File: config.mk
export PLATFORM = sky130hd
export DESIGN_NAME = jtdsp16_cond
export DESIGN_NICKNAME = d
export VERILOG_FILES = /design/src/rtl/jtdsp16_cond.sv
export SDC_FILE = /design/constraint.sdc
export NUM_CORES = 1
export LEC_CHECK = 0
export CAP_MARGIN = 20
export CORE_UTILIZATION = 55
export DETAILED_ROUTE_END_ITERATION = 8
export DONT_BUFFER_PORTS = 1
export GPL_TIMING_DRIVEN = 1
export MAX_ROUTING_LAYER = met4
export PLACE_DENSITY_LB_ADDON = 0.3
export SLEW_MARGIN = 20
export SYNTH_ARGS = -nofsm -noshare
export SYNTH_HDL_FRONTEND = slang
export SYNTH_SLANG_ARGS = --single-unit
File: constraint.sdc
create_clock -name i_clk -period 3 [get_ports i_clk]
set_clock_uncertainty 0.2 [all_clocks]
set_input_delay 0.9 -clock i_clk [delete_from_list [all_inputs] [get_ports i_clk]]
set_output_delay 0.9 -clock i_clk [all_outputs]
set_load 0.005 [all_outputs]
File: src/rtl/jtdsp16_cond.sv
// DSP16 condition evaluator: CON-code test against DAU flags, c0/c1/c2 counters,
// heads/tails LFSR and the squash-next-instruction control.
module jtdsp16_cond #(
  parameter logic [9:0] LFSR_SEED = 10'h2A5
) (
  input  logic       i_clk,
  input  logic       i_rst,
  input  logic       i_cen,
  input  logic [4:0] i_c_field,
  input  logic       i_cond_req,
  input  logic       i_is_if,
  input  logic       i_instr_adv,
  input  logic       i_lmi,
  input  logic       i_leq,
  input  logic       i_llv,
  input  logic       i_lmv,
  input  logic [2:0] i_c_we,
  input  logic [7:0] i_c_din,
  output logic       o_cond_true,
  output logic       o_cond_valid,
  output logic       o_skip_next,
  output logic [7:0] o_c0,
  output logic [7:0] o_c1,
  output logic [7:0] o_c2,
  output logic       o_heads
);

  typedef enum logic {ST_RUN, ST_SKIP} state_t;

  state_t     r_state;
  state_t     w_state_nx;
  logic       r_cond_true;
  logic       r_cond_valid;
  logic [7:0] r_c0;
  logic [7:0] r_c1;
  logic [7:0] r_c2;
  logic [9:0] r_lfsr;
  logic       w_eval;
  logic       w_res;
  logic       w_inc_c0;
  logic       w_inc_c1;
  logic       w_shift;

  // A condition carried by a squashed instruction is not evaluated at all.
  assign w_eval   = i_cen & i_cond_req & (r_state == ST_RUN);
  assign w_inc_c0 = w_eval & ((i_c_field == 5'd10) | (i_c_field == 5'd11));
  assign w_inc_c1 = w_eval & ((i_c_field == 5'd12) | (i_c_field == 5'd13));
  assign w_shift  = w_eval & ((i_c_field == 5'd8)  | (i_c_field == 5'd9));

  always_comb begin
    w_res = 1'b0;
    case (i_c_field)
      5'd0:    w_res =  i_lmi;
      5'd1:    w_res = ~i_lmi;
      5'd2:    w_res =  i_leq;
      5'd3:    w_res = ~i_leq;
      5'd4:    w_res =  i_llv;
      5'd5:    w_res = ~i_llv;
      5'd6:    w_res =  i_lmv;
      5'd7:    w_res = ~i_lmv;
      5'd8:    w_res =  r_lfsr[0];
      5'd9:    w_res = ~r_lfsr[0];
      5'd10:   w_res = ~r_c0[7];
      5'd11:   w_res =  r_c0[7];
      5'd12:   w_res = ~r_c1[7];
      5'd13:   w_res =  r_c1[7];
      5'd14:   w_res = 1'b1;
      5'd15:   w_res = 1'b0;
      5'd16:   w_res = ~i_lmi & ~i_leq;
      5'd17:   w_res =  i_lmi |  i_leq;
      default: w_res = 1'b0;
    endcase
  end

  always_comb begin
    w_state_nx = r_state;
    case (r_state)
      ST_RUN:  if (i_cond_req && i_is_if && !w_res) w_state_nx = ST_SKIP;
      ST_SKIP: if (i_instr_adv) w_state_nx = ST_RUN;
      default: w_state_nx = ST_RUN;
    endcase
  end

  always_ff @(posedge i_clk) begin
    if (i_rst)
      r_state <= ST_RUN;
    else if (i_cen)
      r_state <= w_state_nx;
  end

  always_ff @(posedge i_clk) begin
    if (i_rst) begin
      r_cond_true  <= 1'b0;
      r_cond_valid <= 1'b0;
      r_c0         <= 8'h00;
      r_c1         <= 8'h00;
      r_c2         <= 8'h00;
      r_lfsr       <= LFSR_SEED;
    end else if (i_cen) begin
      r_cond_valid <= w_eval;
      if (w_eval) r_cond_true <= w_res;
      // An explicit write beats the post-test increment.
      if (i_c_we[0])     r_c0 <= i_c_din;
      else if (w_inc_c0) r_c0 <= r_c0 + 8'd1;
      if (i_c_we[1])     r_c1 <= i_c_din;
      else if (w_inc_c1) r_c1 <= r_c1 + 8'd1;
      if (i_c_we[2])     r_c2 <= i_c_din;
      if (w_shift)       r_lfsr <= {r_lfsr[0] ^ r_lfsr[3], r_lfsr[9:1]};
    end
  end

  assign o_cond_true  = r_cond_true;
  assign o_cond_valid = r_cond_valid;
  assign o_skip_next  = (r_state == ST_SKIP);
  assign o_c0         = r_c0;
  assign o_c1         = r_c1;
  assign o_c2         = r_c2;
  assign o_heads      = r_lfsr[0];

endmodule
# After elaboration in Yosys (flattened, before gate mapping)
# Cells that the tools add are included.
dict set report op_classes {
  add_sub_neg 2
  eq_ne 16
  n_mux 8
  bitwise_logic 19
  n_reduce_logical 11
}
# op count
set op_table {}
lappend op_table {{$eq 5x4->1 const B} 7}
lappend op_table {{$mux 8} 4}
lappend op_table {{$eq 5x3->1 const B} 4}
lappend op_table {{$pmux 1 s17} 1}
lappend op_table {{$add 8x1->8 const B} 2}
lappend op_table {{$eq 5x2->1 const B} 2}
lappend op_table {{$eq 5x5->1 const B} 2}
lappend op_table {{$reduce_and 2->1} 5}
lappend op_table {{$not 1->1} 8}
lappend op_table {{$and 1x1->1} 6}
lappend op_table {{$eq 5x1->1 const B} 1}
lappend op_table {{$logic_not 5->1} 1}
lappend op_table {{$or 1x1->1} 4}
lappend op_table {{$reduce_bool 2->1} 2}
lappend op_table {{$logic_and 1x1->1} 2}
lappend op_table {{$mux 1} 2}
lappend op_table {{$pmux 1 s2} 1}
lappend op_table {{$logic_not 1->1} 1}
lappend op_table {{$xor 1x1->1} 1}
dict set report word_totals {
  reg_bits 37
  inputBits 26
  out_inout_bits 28
}

# Logic depth before layout (Yosys ltp)
dict set report depth {
  depth_word 7
  mapped_depth 7
  mapped_depth_nobuf 6
}

# Worst setup path before layout
# No wires, ideal clock.
dict set report synth_path {
  path_kind {input-to-reg}
  startpoint {in i_c_field[1]}
  endpoint {reg r_c0[7] (netlist: o_c0[7])}
  arrival_ps 1986
  path_slack_ps 687
  path_stages 7
  n_path_buf 2
  cell_sequence {buf_4 inv_1 o41ai_4 buf_6 o21ai_0 a22oi_1 nor2_1}
}
dict set report synth_via {
  elab_chain_cells 5
}
# element line
set synth_rtl {}
lappend synth_rtl {{from (decl)} 9} ;# input logic [4:0] i_c_field,
lappend synth_rtl {{$eq 5x4->1} 46} ;# assign w_inc_c0 = w_eval & ((i_c_field == 5'd10) | (i_c_field == 5'd11));
lappend synth_rtl {{$or 1x1->1 *} 46}
lappend synth_rtl {{$and 1x1->1 *} 46}
lappend synth_rtl {{$reduce_bool 2->1 (no line) *} -}
lappend synth_rtl {{$reduce_and 2->1 (no line) *} -}
lappend synth_rtl {{to (signal assigned)} 103} ;# if (i_c_we[0]) r_c0 <= i_c_din;
lappend synth_rtl {{to (signal assigned)} 104} ;# else if (w_inc_c0) r_c0 <= r_c0 + 8'd1;
lappend synth_rtl {{to (decl)} 34} ;# logic [7:0] r_c0;
# Mark *: on every way between the ends. The rest lies on a longest branch, timed or not.
# A chain may end at the register's enable or synchronous reset.

# Worst setup path after layout
dict set report layout_path {
  startpoint {in i_c_field[4]}
  endpoint {reg r_c0[3] (netlist: o_c0[3])}
}
# Same word-level chain as after synthesis.

==> impl_metrics.csv <==
group,metric,value,unit
detailed_routing,drt.antenna.violating_nets,0,
sta,drv_slew,0,
global_route,grt-ovfl-total,0,
worst_setup_path,path_class,"in -> reg",
detailed_routing,drt_iter0_markers,93,
worst_setup_path,startpoint_type,"input pin",
cts,cts_tree,"yes",
pwr,clockPowerShare,0.305,
synthesis,syn_nets,280,
cts,root_buffer,"clkbuf_4",
outcome,status,"finished clean",
sta,period_minus_slack,2.16,ns
final_layout,multiInputGateArea,1130,um2
detailed_routing,post-route-drc-count,0,
die,die_y,62.1,um
final_layout,mostFrequentLayoutCell,"nand2_1",
final_layout,nNetsFinal,271,
pwr,finalPower,0.000887,W
final_layout,utilization,0.593,
placed_design,dp_hpwl,3030,um
global_route,grt_pass1_wl,6880,um
final_layout,syn_to_final_growth,1.32,%
pwr,net-switching-power,0.000222,W
detailed_routing,wl_per_cell,15.1,um
placed_design,port-buffer-count,0,
sta,setup_tns,0,ns
pwr,pwr-share-seq,0.602,
sta,finalCritPeriodShare,0.719,
pwr,cell_internal_pwr,0.000665,W
sta,hold_violations,0,
sta,max_slew_margin,0.493,
min_path,hold_path_class,"reg -> reg",
synthesis,avgSynthCellArea,7.87,um2
detailed_routing,vias,1728,
pwr,switching_share,0.251,
worst_setup_path,arrival,2.20,ns
final_layout,seq_area,741,um2
detailed_routing,vias_per_cell,5.98,
synthesis,seq_area_frac_synth,0.373,
flow_run,cap_violations,0,
worst_setup_path,slowest_delay,0.70,ns
die,die_area,3850,um2
cts,postCtsSetupBuffers,0,
worst_setup_path,required,3.04,ns
synthesis,netlist_area,1980,um2
die,die_x,62.1,um
cts,cts_resized,0,
final_layout,final_cell_mix,"50 x nand2_1, 37 x dfxtp_1, 24 x a21oi_1, 16 x nor2_1",
sta,setup_viol_count_final,0,
cts,cts_max_level,2,
pwr,power_frac_comb,0.093,
pwr,leakagePower,0.721,nW
global_route,track_usage,0.255,
worst_setup_path,crit_path_top_delay_cell,"o41ai_4",
die,core-area,3390,um2
cts,cts_buffers,5,
detailed_routing,wl,4360,um
cts,cts_hold_buf,0,
final_layout,n_fill_cell,321,
worst_setup_path,cp-end-kind,"flip-flop",
sta,holdWs,0.257,ns
detailed_routing,drt_pass1_iterations,4,
global_route,grt_max_degree,39,
synthesis,synth_ff_type,"dfxtp_1",
synthesis,synth_edf_count,0,
synthesis,yosysUniqueCellTypes,47,
synthesis,synth_seq_cells,37,
sta,fmax,463,MHz
worst_setup_path,critPathMaxFanout,15,
die,num_io_pins,54,
cts,clock_path_buffers,2,
die,start_util,0.585,
sta,worst_slew_pin_slew,0.758,ns
cts,numClockSinks,37,
sta,rsz0062_at_grt,"false",
final_layout,num_antenna_cells,0,
synthesis,synth-async-reset-ratio,0,
synthesis,synthCells,252,
pwr,power.density,441,nW/um2
worst_setup_path,cp_cell_sequence,"nand2b_4, o41ai_4, o21ai_0, a22oi_1, nor2_1",
synthesis,synth_warnings,0,
pwr,ir_worst_vdd,0.000248,V
placed_design,gp_congestion,0.835,
cts,clkTransAtPathRegs,0.11,ns
die,fp-row-count,21,
final_layout,drive_gt1_frac,0.0658,
cts,insertion_delay,0.35,ns
global_route,antenna_found_initial,0,
global_route,grt_pass1_vias,1549,
## critical path, delay by kind of cell
| kind | cells | cell delay (ns) |
|---|---|---|
| compound gates | 3 | 1.10 |
| simple gates | 2 | 0.21 |
## state kept, by name (all words and copies together) (netlist names)
| register | count |
|---|---|
| o_cond_valid | 1 |
| o_skip_next | 1 |
| o_c1 | 8 |
| r_lfsr | 10 |
| o_c0 | 8 |
| o_cond_true | 1 |
| o_c2 | 8 |
## cells by family after synthesis
kind of cell,after synthesis,synth area share
simple gates,112,0.282
compound gates,69,0.224
flops,37,0.373
buf+inv,21,0.0548
mux,6,0.0303
xor+xnor,5,0.0221
fa+ha+maj,2,0.0126
## per-layer routing
metal  global-route usage  part of all wire  vias to the layer above
met5                    -                 0                        -
met4               0.0730             0.011                        0
li1                     -                 -                      874
met3                0.106             0.080                        6
met1                0.317              0.44                      797
met2                0.378              0.47                       51
## power by group through the flow
stage	combinational [W]	sequential [W]	clock (W)
after floorplan	0.0000985	0.000539	0
after global placement	0.0000804	0.000545	0
after detailed placement	0.0000824	0.000545	0
after CTS	0.0000828	0.000534	0.000282
after global routing	0.0000949	0.000538	0.000301
final	0.0000821	0.000534	0.000271
## through the flow
step / instance area, um2 / cells / setup slack [ns]
after floorplan: 1980 / 252 / 0.687
after global placement: 1960 / 282 / 0.562
after detailed placement: 1960 / 282 / 0.494
after CTS: 2010 / 289 / 0.883
after global routing: 2010 / 289 / 0.681
final: 2010 / 289 / 0.842
## synthesized netlist by cell type (2+ instances only)
library cell	instances	share of area
a21oi_1	24	0.061
mux2i_1	6	0.030
nand3b_1	5	0.019
o31ai_1	3	0.011
a22o_1	2	0.0088
a211oi_1	4	0.015
a22oi_1	5	0.019
nand2b_1	5	0.016
nand3_1	14	0.035
xor2_1	2	0.0088
clkbuf_1	6	0.011
nor3_1	3	0.0076
xnor2_1	3	0.013
dfxtp_1	37	0.37
and3_1	5	0.016
o21a_1	2	0.0076
a31oi_1	5	0.016
buf_2	3	0.0076
buf_4	3	0.011
nor2b_1	2	0.0063
nor2_1	16	0.030
inv_1	4	0.0076
nand2_1	50	0.095
ha_1	2	0.013
o21ai_0	14	0.035
o41ai_1	3	0.013
buf_6	2	0.011
buf_1	3	0.0057
## path summary, 6_finish.rpt
kind / slack, ns / depth (start not counted) / start / endpoint
setup / recovery: 0.84 / 5 / i_c_field[4] / o_c0[3]$_SDFFE_PP0P_
hold / removal: 0.26 / 2 / r_lfsr[1]$_SDFFE_PP0P_ / r_lfsr[1]$_SDFFE_PP0P_
setup reg to reg: 1.02 / 5 / o_skip_next$_SDFFE_PP0P_ / o_c0[3]$_SDFFE_PP0P_
hold reg to reg: 0.26 / 2 / r_lfsr[1]$_SDFFE_PP0P_ / r_lfsr[1]$_SDFFE_PP0P_
## cell type report
cell class | instances | share of cell area
multi-input cells | 194 | 0.564
flip-flops and latches | 37 | 0.368
well taps | 46 | 0.0286
clock buffers | 7 | 0.0274
inverters | 4 | 0.00747
repair buffers | 1 | 0.00373
Power figures use the tool's default switching activity.
